**config.mk**
```make
export PLATFORM = sky130hd
export DESIGN_NAME = ham_secded_dec
export DESIGN_NICKNAME = d
export VERILOG_FILES = /design/src/rtl/ham_secded_dec.sv
export SDC_FILE = /design/constraint.sdc
export NUM_CORES = 1
export LEC_CHECK = 0
export CAP_MARGIN = 25
export CORE_ASPECT_RATIO = 1.4
export CORE_MARGIN = 2
export CORE_UTILIZATION = 51
export DETAILED_ROUTE_END_ITERATION = 10
export PLACE_DENSITY = 0.8
export SYNTH_ARGS = -nofsm -noshare
export SYNTH_HDL_FRONTEND = slang
export SYNTH_SLANG_ARGS = --single-unit
```
**constraint.sdc**
```tcl
create_clock -name i_clk -period 2.16 [get_ports i_clk]
set_input_delay 0.432 -clock i_clk [delete_from_list [all_inputs] [get_ports i_clk]]
set_output_delay 0.432 -clock i_clk [all_outputs]
set_load 0.03 [all_outputs]
```
**src/rtl/ham_secded_dec.sv**
```systemverilog
// rtl/ham_secded_dec.sv - 2-stage pipelined parametrised SECDED Hamming decoder with error counters
// Optional error-position output enabled by HAM_SECDED_DEC_ERR_POS_EN.
module ham_secded_dec #(
   parameter int DATA_W = 8,
   parameter int P_W    = 4,
   parameter int CNT_W  = 16,
   localparam int N      = DATA_W + P_W,
   localparam int CODE_W = N + 1
) (
   input  logic              i_clk,
   input  logic              i_rst,
   input  logic [CODE_W-1:0] i_data,
   input  logic              i_valid,
   output logic              o_ready,
   output logic [DATA_W-1:0] o_data,
   output logic              o_valid,
   input  logic              i_ready,
   output logic              o_ce,
   output logic              o_ue,
`ifdef HAM_SECDED_DEC_ERR_POS_EN
   output logic [P_W-1:0]    o_err_pos,
`endif
   input  logic              i_cnt_clr,
   output logic [CNT_W-1:0]  o_ce_cnt,
   output logic [CNT_W-1:0]  o_ue_cnt
);

   generate
      if ((2 ** P_W) < (N + 1)) begin : g_bad_p_w
         $error("ham_secded_dec: P_W too small for DATA_W");
      end
   endgenerate

   localparam logic [P_W-1:0] N_P = P_W'(N);

   // Data bits occupy the non-power-of-two Hamming positions in ascending order.
   function automatic logic [DATA_W-1:0] extract(input logic [CODE_W-1:0] c);
      logic [DATA_W-1:0] d;
      logic [CODE_W-1:0] t;
      int k;
      d = '0;
      k = 0;
      for (int i = 1; i <= N; i++) begin
         if ((i & (i - 1)) != 0) begin
            t = c >> i;
            d = d | (DATA_W'(t[0]) << k);
            k++;
         end
      end
      return d;
   endfunction

   logic              s1_valid_q, s1_valid_d;
   logic [CODE_W-1:0] s1_code_q, s1_code_d;
   logic [P_W-1:0]    s1_syn_q, s1_syn_d;
   logic              s1_par_q, s1_par_d;
   logic              s2_valid_q, s2_valid_d;
   logic [DATA_W-1:0] data_q, data_d;
   logic              ce_q, ce_d;
   logic              ue_q, ue_d;
   logic [P_W-1:0]    pos_q, pos_d;
   logic [CNT_W-1:0]  ce_cnt_q, ce_cnt_d;
   logic [CNT_W-1:0]  ue_cnt_q, ue_cnt_d;

   logic              s2_adv;
   logic              in_xfer;
   logic              out_xfer;
   logic [CODE_W-1:0] scan;
   logic [CODE_W-1:0] fixed;
   logic              corr_en;

   always_comb begin
      s2_adv   = !s2_valid_q || i_ready;
      o_ready  = !s1_valid_q || s2_adv;
      in_xfer  = i_valid && o_ready;
      out_xfer = s2_valid_q && i_ready;
   end

   always_comb begin
      s1_syn_d = '0;
      scan     = '0;
      for (int i = 1; i <= N; i++) begin
         scan = i_data >> i;
         if (scan[0]) s1_syn_d = s1_syn_d ^ P_W'(i);
      end
      s1_par_d   = ^i_data;
      s1_code_d  = in_xfer ? i_data : s1_code_q;
      s1_valid_d = o_ready ? i_valid : s1_valid_q;
      if (!in_xfer) begin
         s1_syn_d = s1_syn_q;
         s1_par_d = s1_par_q;
      end
   end

   // Syndromes beyond N cannot be a single error and fall through to ue.
   always_comb begin
      corr_en = s1_par_q && (s1_syn_q != '0) && (s1_syn_q <= N_P);
      fixed   = s1_code_q;
      if (corr_en) fixed = s1_code_q ^ (CODE_W'(1) << s1_syn_q);
      s2_valid_d = s2_adv ? s1_valid_q : s2_valid_q;
      data_d     = data_q;
      ce_d       = ce_q;
      ue_d       = ue_q;
      pos_d      = pos_q;
      if (s2_adv && s1_valid_q) begin
         data_d = extract(fixed);
         ce_d   = s1_par_q && (s1_syn_q <= N_P);
         ue_d   = (s1_par_q && (s1_syn_q > N_P)) || (!s1_par_q && (s1_syn_q != '0));
         pos_d  = (s1_par_q && (s1_syn_q <= N_P)) ? s1_syn_q : '0;
      end
   end

   always_comb begin
      ce_cnt_d = ce_cnt_q;
      ue_cnt_d = ue_cnt_q;
      if (i_cnt_clr) begin
         ce_cnt_d = '0;
         ue_cnt_d = '0;
      end else begin
         if (out_xfer && ce_q && (ce_cnt_q != '1)) ce_cnt_d = ce_cnt_q + 1'b1;
         if (out_xfer && ue_q && (ue_cnt_q != '1)) ue_cnt_d = ue_cnt_q + 1'b1;
      end
   end

   always_ff @(posedge i_clk) begin
      if (i_rst) begin
         s1_valid_q <= 1'b0;
         s1_code_q  <= '0;
         s1_syn_q   <= '0;
         s1_par_q   <= 1'b0;
         s2_valid_q <= 1'b0;
         data_q     <= '0;
         ce_q       <= 1'b0;
         ue_q       <= 1'b0;
         pos_q      <= '0;
         ce_cnt_q   <= '0;
         ue_cnt_q   <= '0;
      end else begin
         s1_valid_q <= s1_valid_d;
         s1_code_q  <= s1_code_d;
         s1_syn_q   <= s1_syn_d;
         s1_par_q   <= s1_par_d;
         s2_valid_q <= s2_valid_d;
         data_q     <= data_d;
         ce_q       <= ce_d;
         ue_q       <= ue_d;
         pos_q      <= pos_d;
         ce_cnt_q   <= ce_cnt_d;
         ue_cnt_q   <= ue_cnt_d;
      end
   end

   assign o_valid  = s2_valid_q;
   assign o_data   = data_q;
   assign o_ce     = ce_q;
   assign o_ue     = ue_q;
   assign o_ce_cnt = ce_cnt_q;
   assign o_ue_cnt = ue_cnt_q;
`ifdef HAM_SECDED_DEC_ERR_POS_EN
   assign o_err_pos = pos_q;
`else
   logic unused_pos;
   assign unused_pos = ^pos_q;
`endif

endmodule

```
==> reports/qor.yml, run 1 <==
run_status:
  status: "finished clean"
worst_setup_path:
  critPathSlowestCell: "clkdlybuf4s50_1"
  endpoint_kind: "output port"
  r2r_setup_slack_ns: 0.31
  critPathMaxStageDelay_ns: 0.73
  cp-endpoint: "o_ue_cnt[2]"
  crit_family: "buffers and inverters"
  reg2reg_depth: 4
  crit_chain: "clkdlybuf4s50_1"
  cp-start-kind: "flip-flop"
  worstPathBufferInverterCount: 1
  crit_type: "reg2out"
  crit_start: "o_ue_cnt[2]$_SDFFE_PP0P_"
  arrival_ns: 1.56
  required_ns: 1.73
  reg2reg_from: "o_ce_cnt[7]$_SDFFE_PP0P_"
  crit_path_max_fanout: 10
  worst-path-stages: 1
  timing.rr.end: "o_ce_cnt[3]$_SDFFE_PP0P_"
logic_synthesis:
  yosysSeqAreaShare_pct: 38.2
  synth_edf_count: 0
  ys_warn_count: 0
  synth_top_area_share_pct: 38.2
  synth_cell_type_count: 42
  synth_nets: 377
  ys.flop_type: "dfxtp_1"
  synth_cells: 357
  synthArstFlopShare_pct: 0
  synth_area_leaders: "dfxtp_1, nand2_1, xnor2_1"
  ys_ff_latch: 57
  synth_area_leader_cell: "dfxtp_1"
  syn-cell-area_um2: 2990
  syn_area_per_cell_um2: 8.37
timing:
  finalHoldViolations: 0
  slew-limit-headroom_pct: 36.0
  rsz0062_at_grt: "false"
  min_period_over_period_pct: 92.3
  holdWs_ns: 0.463
  setup_viol: 0
  max_clock_freq_ghz: 0.501
  slew_violations: 0
  worst_pin_slew_ns: 0.957
  period_needed_ns: 1.99
  fin_skew_ns: 0.00810
detailed_routing:
  dr.pass1.iters: 4
  drtAntennaViolNets: 0
  avgViaCountPerCell: 5.83
  drtIter0Drc: 203
  num_vias: 2962
  remaining_drc_errors: 0
  wl_per_cell_um: 13.8
  wirelength_um: 7000
pwr:
  p_leak_uw: 0.00132
  p_per_area_nw_per_um2: 593
  total_power_uw: 2340
  ir_worst_vdd_v: 0.000489
global_routing:
  antenna_found_initial: 0
  gr-total-overflow: 0
  grt_pass1_wl_um: 11600
  grt_start_max_net_pins: 21
  track_usage_pct: 23.5
  first_global_vias: 2724
cts:
  cts_tree: "yes"
  clkLatencyLatePin_ns: 0.33
  cts_hold_buffers: 0
  path_clk_slew_ns: 0.06
  cts_resized: 0
  clock-sinks: 57
  post_cts_buffers: 0
  clockRootBuffer: "clkbuf_8"
  numCtsBuffers: 9
  h-tree-depth: 3
  clk_path_buf_depth: 2
floorplanning:
  dieWidth_um: 68.7
  die_h_um: 94.6
  die_area_um2: 6500
  core_um2: 5780
  boundaryPins: 62
  rows: 33
  initial_core_util_pct: 51.7
finish:
  diodes: 0
  fin_cells: 508
  drive_above_1_share_pct: 9.13
  layout_commonest_cell: "clkdlybuf4s50_1"
  final_cell_mix: "clkdlybuf4s50_1, dfxtp_1, nand2_1"
  fillerInstances: 504
  fin_nets: 453
  final_cell_area_um2: 3950
  synthToLayoutAreaGrowth_pct: 32.3
  multi_input_area_um2: 1760
  seqCellArea_um2: 1140
place:
  gp_congestion: 0.832
  port_buffers: 61
  post_dp_cell_area_um2: 3780
  place_inst: 492
  dp_hpwl_um: 5340
worst_hold_path:
  worstHoldPathType: "reg2reg"
  worstHoldPathCells: 2
job:
  drv_cap: 0
sequential cells by signal, indices dropped and copies added (netlist names):
signal      flops
o_ce            1
o_ce_cnt       16
o_data          8
o_ue            1
o_ue_cnt       16
o_valid         1
s1_code_q       8
s1_par_q        1
s1_syn_q        4
s1_valid_q      1
cells in the mapped netlist (all sizes together), types with 5 or more instances:
cell and instances:
nor4 11, nand2 46, o31ai 10, nand4 12, and3 9, and4 5, nand3 15, inv 8
o21ai 9, nand2b 6, xor2 5, xnor2 19, nor3 9, dfxtp 57, clkbuf 14, mux2i 9
or4 10, nor2 25, a21oi 30, a211oi 11, or3 11
worst reg2reg max path: stages, from the launching register on:
cell	delay [ns]
dfxtp_1	0.44
nand4_1	0.29
nor4_2	0.70
a2111o_1	0.24
o21ai_0	0.07
metal layers:
layer / part of all wire, % / vias to the layer above / track usage [%]
met5: 0 / - / 0
met2: 56 / 69 / 43.2
met1: 39 / 1411 / 24.4
met4: 2.1 / 0 / 11.4
li1: - / 1469 / -
met3: 3.6 / 13 / 4.53
how the worst min path moves through the flow:
stage                            start                   end  slack [ns]
6_report       s1_valid_q$_SDFFE_PP0P_  o_valid$_SDFFE_PP0P_        0.46
5_1_grt        s1_valid_q$_SDFFE_PP0P_  o_valid$_SDFFE_PP0P_        0.49
4_1_cts        s1_valid_q$_SDFFE_PP0P_  o_valid$_SDFFE_PP0P_        0.47
3_5_place_dp   s1_valid_q$_SDFFE_PP0P_  o_valid$_SDFFE_PP0P_        0.46
3_3_place_gp   s1_valid_q$_SDFFE_PP0P_  o_valid$_SDFFE_PP0P_        0.44
2_1_floorplan  s1_valid_q$_SDFFE_PP0P_  o_valid$_SDFFE_PP0P_        0.43
cell families (layout without fill, tap and decap cells):
| group | count (synthesis) | count (layout) | synth area share (%) |
|---|---|---|---|
| compound gates | 71 | 71 | 15.0 |
| simple gates | 168 | 168 | 30.6 |
| flops | 57 | 57 | 38.2 |
| mux | 9 | 9 | 3.01 |
| xor+xnor | 27 | 27 | 9.29 |
| fa+ha+maj | 2 | 2 | 0.837 |
| buf+inv | 23 | 104 | 3.01 |
stage by stage:
step | setup TNS (ns) | utilization, % | worst slack, ns
6_report | 0 | 68.4 | 0.166
5_1_grt | 0 | 68.4 | 0.0925
4_1_cts | 0 | 68.4 | 0.164
3_5_place_dp | -0.210 | 65.4 | -0.163
2_1_floorplan | 0 | - | 0.327
3_3_place_gp | -0.136 | 65.4 | -0.136
area by class of cell:
class                   count  share of cell area, %
multi-input cells         277                   44.5
flip-flops and latches     57                   28.9
repair buffers             80                   19.3
clock buffers              13                   4.02
well taps                  70                   2.22
inverters                   8                  0.759
clock inverters             3                  0.380
where the power goes:
| part | internal, µW | leakage, µW | switching, µW |
|---|---|---|---|
| clock | 473 | 0.0000932 | 407 |
| sequential | 1090 | 0.000464 | 39.0 |
| combinational | 177 | 0.000763 | 158 |
| total | 1740 | 0.00132 | 603 |
Note: power is estimated with default switching activity, not from simulation.
==> run 2, diff against run 1 <==
--- a/config.mk
+++ b/config.mk
@@ -8,9 +8,9 @@
 export CAP_MARGIN = 25
 export CORE_ASPECT_RATIO = 1.4
 export CORE_MARGIN = 2
-export CORE_UTILIZATION = 51
+export CORE_UTILIZATION = 46
 export DETAILED_ROUTE_END_ITERATION = 10
-export PLACE_DENSITY = 0.8
+export PLACE_DENSITY = 0.76
 export SYNTH_ARGS = -nofsm -noshare
 export SYNTH_HDL_FRONTEND = slang
 export SYNTH_SLANG_ARGS = --single-unit
==> constraint.sdc (replaced) <==
create_clock -name i_clk -period 1.77 [get_ports i_clk]
set_input_delay 0.354 -clock i_clk [delete_from_list [all_inputs] [get_ports i_clk]]
set_output_delay 0.354 -clock i_clk [all_outputs]
set_load 0.03 [all_outputs]
==> run 2 against run 1 <==
Flip-flop and latch count stayed put. Register-to-register slack lost 0.21 ns. Routed wire length increased by 5.5%. Clock skew down 0.0026 ns. Critical path type unchanged. Critical endpoint is now o_ue_cnt[0]. Largest power group unchanged.
==> reports/qor.yml, run 2 (synthesis results as in run 1) <==
run_status:
  status: "finished clean"
detailed_routing:
  dr.pass1.iters: 4  # unchanged
  num_vias: 3020  # +2.0%
  remaining_drc_errors: 0  # unchanged
  wirelength_um: 7380  # +5.5%
  wl_per_cell_um: 14.0  # +1.7%
  drtAntennaViolNets: 0  # unchanged
  avgViaCountPerCell: 5.73  # -1.7%
  drtIter0Drc: 189  # -6.9%
worst_setup_path:
  critPathSlowestCell: "clkdlybuf4s50_1"
  reg2reg_depth: 5  # +1
  reg2reg_from: "o_ce_cnt[0]$_SDFFE_PP0P_"
  cp-start-kind: "flip-flop"
  endpoint_kind: "output port"
  crit_path_max_fanout: 6  # -4
  crit_chain: "clkdlybuf4s50_1"
  critPathMaxStageDelay_ns: 0.68  # -0.05 ns
  crit_family: "buffers and inverters"
  required_ns: 1.42  # -0.31 ns
  worstPathBufferInverterCount: 1  # unchanged
  crit_type: "reg2out"
  timing.rr.end: "o_ce_cnt[8]$_SDFFE_PP0P_"
  r2r_setup_slack_ns: 0.10  # -0.21 ns
  arrival_ns: 1.38  # -0.18 ns
worst_hold_path:
  min_from: "s1_valid_q$_SDFFE_PP0P_"
  worstHoldPathType: "reg2reg"
  worstHoldPathCells: 2  # unchanged
  hold_path_end: "o_valid$_SDFFE_PP0P_"
place:
  dp_hpwl_um: 5530  # +3.5%
  gp_congestion: 0.830  # -0.26%
  post_dp_cell_area_um2: 3910  # +3.4%
  pre_cts_slack_ns: -0.534  # -0.371 ns
  port_buffers: 61  # unchanged
floorplanning:
  rows: 34  # +3.0%
  die_area_um2: 7170  # +10%
  initial_core_util_pct: 47.8  # -3.9 points
  die_h_um: 99.4  # +5.1%
  dieWidth_um: 72.1  # +5.0%
  boundaryPins: 62  # unchanged
  core_um2: 6250  # +8.2%
cts:
  cts_hold_buffers: 0  # unchanged
  clockRootBuffer: "clkbuf_8"
  clock-sinks: 57  # unchanged
  clk_path_buf_depth: 2  # unchanged
  clkLatencyLatePin_ns: 0.33  # about the same
  cts_tree: "yes"
  h-tree-depth: 3  # unchanged
  numCtsBuffers: 9  # unchanged
  path_clk_slew_ns: 0.06  # about the same
  post_cts_buffers: 0  # unchanged
pwr:
  p_comb_share_pct: 14.8  # +0.5 points
  clkPwrFrac_pct: 37.6  # about the same
  p_sw_uw: 753  # +25%
  p_per_area_nw_per_um2: 708  # +20%
  power.internal_uw: 2140  # +23%
  p_leak_uw: 0.00163  # +24%
  p_seq_share_pct: 47.6  # -0.6 points
  total_power_uw: 2890  # +23%
  ir_worst_vdd_v: 0.000457  # -6.5%
  swShare_pct: 26.0  # +0.29 points
finish:
  diodes: 0  # unchanged
  fin_nets: 470  # +3.8%
  multi_input_area_um2: 1770  # +0.71%
  seqCellArea_um2: 1150  # +0.55%
  synthToLayoutAreaGrowth_pct: 36.5
  layout_commonest_cell: "dfxtp_1"
  final_cell_mix: "dfxtp_1, nand2_1, buf_4"
  fillerInstances: 536  # +6.3%
  drive_above_1_share_pct: 14.1  # +4.9 points
  final_cell_area_um2: 4080  # +3.2%
timing:
  worst_slack_ns: 0.0369  # -0.129 ns
  finalHoldViolations: 0  # unchanged
  setup_viol: 0  # unchanged
  min_period_over_period_pct: 97.9
  fin_skew_ns: 0.00548  # -0.00262 ns
  rsz0062_at_grt: "false"
  max_clock_freq_ghz: 0.577
  slew-limit-headroom_pct: 64.7  # +29 points
  worst_pin_slew_ns: 0.530  # -0.426 ns
  period_needed_ns: 1.73
  slew_violations: 0  # unchanged
  holdWs_ns: 0.457  # -0.00614 ns
global_routing:
  grt_pass1_wl_um: 12200  # +5.3%
  first_global_vias: 2872  # +5.4%
  track_usage_pct: 21.4  # -2.1 points
  grt_start_max_net_pins: 33  # +57%
  antenna_found_initial: 0  # unchanged
  gr-total-overflow: 0  # unchanged
job:
  drv_cap: 0  # unchanged
[run 2: worst max-delay path by stage]
stage / from / endpoint / slack, ns / cells past startpoint
3_3_place_gp: i_data[11] / s1_par_q$_SDFFE_PP0P_ / -0.49 / 5
2_1_floorplan: o_ue_cnt[2]$_SDFFE_PP0P_ / o_ue_cnt[11]$_SDFFE_PP0P_ / 0.00002 / 5
4_1_cts: o_ue_cnt[15]$_SDFFE_PP0P_ / o_ue_cnt[15] / 0.00005 / 1
6_report: o_ue_cnt[0]$_SDFFE_PP0P_ / o_ue_cnt[0] / 0.04 / 1
5_1_grt: o_ue_cnt[0]$_SDFFE_PP0P_ / o_ue_cnt[0] / 0.002 / 1
3_5_place_dp: i_data[11] / s1_par_q$_SDFFE_PP0P_ / -0.53 / 5
[run 2: power by group through the flow]
stage	Clock, µW	Sequential (µW)	Combinational, µW
after floorplan	0	1430	229
after global placement	0	1400	419
after detailed placement	0	1400	431
after CTS	1100	1370	433
after global routing	1160	1380	471
final	1090	1370	429
[run 2: per-stage QoR]
step | util (%) | cells | setup TNS (ns)
finish | 65.2 | 527 | 0
global route | 65.2 | 527 | 0
CTS | 64.8 | 526 | 0
detailed placement | 62.5 | 510 | -7.31
global placement | 62.5 | 510 | -6.14
floorplan | - | 357 | 0
[run 2: repair_timing]
| item | in CTS | in global routing |
|---|---|---|
| endpoints found under the setup margin | 30 | 7 |
| pin swaps | 2 | 0 |
| gates cloned | 0 | 0 |
| resized for setup | 30 | 6 |
| hold endpoints to repair | 0 | 0 |
[run 2: layout make-up]
type | count | share of cell area (%)
Clock buffer | 13 | 3.90
Clock inverter | 3 | 0.368
Inverter | 8 | 0.736
Multi-Input combinational cell | 277 | 43.4
Sequential cell | 57 | 28.1
Tap cell | 72 | 2.21
Timing Repair Buffer | 97 | 21.3
[run 2: metal layers]
layer	vias to the layer above	part of all wire, %	global-route usage [%]
li1	1515	-	-
met1	1408	39	21.6
met2	81	55	40.3
met3	16	3.8	2.94
met4	0	2.7	12.6
met5	-	0	0
==> run 3, diff against run 2 <==
--- a/config.mk
+++ b/config.mk
@@ -6,11 +6,14 @@
 export NUM_CORES = 1
 export LEC_CHECK = 0
 export CAP_MARGIN = 25
+export CELL_PAD_IN_SITES_DETAIL_PLACEMENT = 0
+export CELL_PAD_IN_SITES_GLOBAL_PLACEMENT = 2
 export CORE_ASPECT_RATIO = 1.4
 export CORE_MARGIN = 2
-export CORE_UTILIZATION = 46
+export CORE_UTILIZATION = 27
 export DETAILED_ROUTE_END_ITERATION = 10
-export PLACE_DENSITY = 0.76
+export PLACE_DENSITY_LB_ADDON = 0.1
+export SLEW_MARGIN = 30
 export SYNTH_ARGS = -nofsm -noshare
 export SYNTH_HDL_FRONTEND = slang
 export SYNTH_SLANG_ARGS = --single-unit
==> run 3 against run 2 <==
Non-clock buffer count rose by 14. Clock skew about the same. Combinational power up 5.1%. Setup slack about the same. Flip-flop and latch count unchanged. Critical path type is now in2reg. Die area increased by 67%. Utilization down 25 points. Critical path depth grew 4. Largest power group is now clock. Routed wire length rose by 19%. Maximum frequency about the same. Final cell count grew 15%. Clock power rose by 44%.
==> reports/qor.yml, run 3 (synthesis results as in run 1) <==
run_status:
  status: "finished clean"
timing:
  slew-limit-headroom_pct: 52.3  # -12 points
  finalHoldViolations: 0  # unchanged
  max_clock_freq_ghz: 0.577  # about the same
  fin_skew_ns: 0.00576  # +0.000282 ns
  rsz0062_at_grt: "false"
  min_period_over_period_pct: 97.9  # about the same
  setup_viol: 0  # unchanged
  period_needed_ns: 1.73  # -0.000281 ns
  worst_pin_slew_ns: 0.712  # +0.182 ns
  slew_violations: 0  # unchanged
  worst_slack_ns: 0.0372  # +0.000281 ns
global_routing:
  antenna_found_initial: 0  # unchanged
  track_usage_pct: 15.2  # -6.2 points
  grt_pass1_wl_um: 14200  # +16%
  gr-total-overflow: 0  # unchanged
  first_global_vias: 2927  # +1.9%
  grt_start_max_net_pins: 22  # -33%
cts:
  clk_path_buf_depth: 2  # unchanged
  clock-sinks: 57  # unchanged
  numCtsBuffers: 9  # unchanged
  path_clk_slew_ns: 0.05  # about the same
  cts_tree: "yes"
  clockRootBuffer: "clkbuf_16"
  clkLatencyLatePin_ns: 0.33  # about the same
  h-tree-depth: 3  # unchanged
  post_cts_buffers: 0  # unchanged
finish:
  final_util_pct: 40.6  # -25 points
  final_cell_area_um2: 4390  # +7.6%
  fin_nets: 484  # +3.0%
  layout_commonest_cell: "dfxtp_1"
  final_cell_mix: "dfxtp_1, buf_4, nand2_1"
  diodes: 0  # unchanged
  fillerInstances: 1175  # +120%
  drive_above_1_share_pct: 16.9  # +2.9 points
  seqCellArea_um2: 1150  # +0.33%
  multi_input_area_um2: 1770  # about the same
  synthToLayoutAreaGrowth_pct: 46.9
worst_setup_path:
  cp-start-kind: "primary input"
  crit_type: "in2reg"
  arrival_ns: 1.95  # +0.57 ns
  crit_path_max_fanout: 2  # -4
  endpoint_kind: "flip-flop"
  required_ns: 1.99  # +0.57 ns
place:
  pre_cts_slack_ns: -0.493  # +0.0415 ns
  dp_hpwl_um: 6710  # +21%
  post_dp_cell_area_um2: 4130  # +5.7%
  port_buffers: 61  # unchanged
  gp_congestion: 0.756  # -8.9%
floorplanning:
  core_um2: 10800  # +73%
  die_area_um2: 11900  # +67%
  dieWidth_um: 92.9  # +29%
  rows: 45  # +32%
  initial_core_util_pct: 27.7  # -20 points
  die_h_um: 128  # +29%
  boundaryPins: 62  # unchanged
job:
  drv_cap: 0  # unchanged
detailed_routing:
  num_vias: 3025  # +0.17%
  wirelength_um: 8750  # +19%
  drtAntennaViolNets: 0  # unchanged
  dr.pass1.iters: 4  # unchanged
  wl_per_cell_um: 14.4  # +2.7%
  drtIter0Drc: 93  # -51%
  remaining_drc_errors: 0  # unchanged
  avgViaCountPerCell: 4.98  # -13%
pwr:
  p_per_area_nw_per_um2: 774  # +9.3%
  ir_worst_vdd_v: 0.000410  # -10%
  total_power_uw: 3400  # +18%
  p_leak_uw: 0.00175  # +7.2%
worst_hold_path:
  worstHoldPathType: "reg2reg"
-- run 3: cell types whose count changed in the layout (fill, tap and decap cells not counted), sizes merged --
cell / change
clkbuf: +1
clkinv: -3
buf: +14
-- run 3: per-stage QoR --
| stage | hold WS (ns) | TNS (ns) | cells |
|---|---|---|---|
| after detailed placement | 0.456 | -6.31 | 594 |
| after floorplan | 0.427 | 0 | 357 |
| final | 0.459 | 0 | 608 |
| after CTS | 0.463 | 0 | 608 |
| after global routing | 0.487 | 0 | 608 |
| after global placement | 0.444 | -5.19 | 594 |
-- run 3: worst paths after layout --
path	startpoint	to	slack [ns]	depth (start not counted)
hold reg to reg	s1_valid_q$_SDFFE_PP0P_	o_valid$_SDFFE_PP0P_	0.46	2
hold / removal	s1_valid_q$_SDFFE_PP0P_	o_valid$_SDFFE_PP0P_	0.46	2
setup reg to reg	o_ue_cnt[0]$_SDFFE_PP0P_	o_ue_cnt[4]$_SDFFE_PP0P_	0.11	6
setup / recovery	i_data[12]	s1_par_q$_SDFFE_PP0P_	0.04	5
-- run 3: what timing repair did --
item / 4_1_cts / 5_1_grt
gates cloned: 0 / 0
hold buffers: 0 / 0
hold endpoints to repair: 0 / 0
setup endpoints to repair: 30 / 18
pin swaps: 3 / 0
gates resized for setup: 30 / 10
-- run 3: final cells by class --
class                      count  area share [%]
inverter                       8           0.684
clock buffer                  14            6.01
multi-input combinational    277            40.4
tap                          141            4.02
timing repair buffer         111            22.7
sequential                    57            26.2
-- run 3: metal layers --
layer  routed length [µm]  part of all wire [%]  track usage (%)  up-vias
met5                    0                     0                0        -
met4                  163                   1.9             6.75        0
met3                  281                   3.2             2.93       14
met2                 4690                    54             28.3       51
met1                 3610                    41             16.5     1426
li1                     -                     -                -     1534
-- run 3: where the power goes --
group / total [µW] / leakage, µW / switching, µW / internal [µW]
registers: 1380 / 0.000468 / 47.8 / 1330
logic: 451 / 0.00116 / 205 / 245
clock network: 1570 / 0.000129 / 560 / 1010
total: 3400 / 0.00175 / 814 / 2580
-- run 3: critical path, cell delays in order --
cell             delay (ns)
clkdlybuf4s50_1        0.48
xnor3_1                0.43
xnor2_2                0.22
xnor3_1                0.24
a31o_1                 0.22
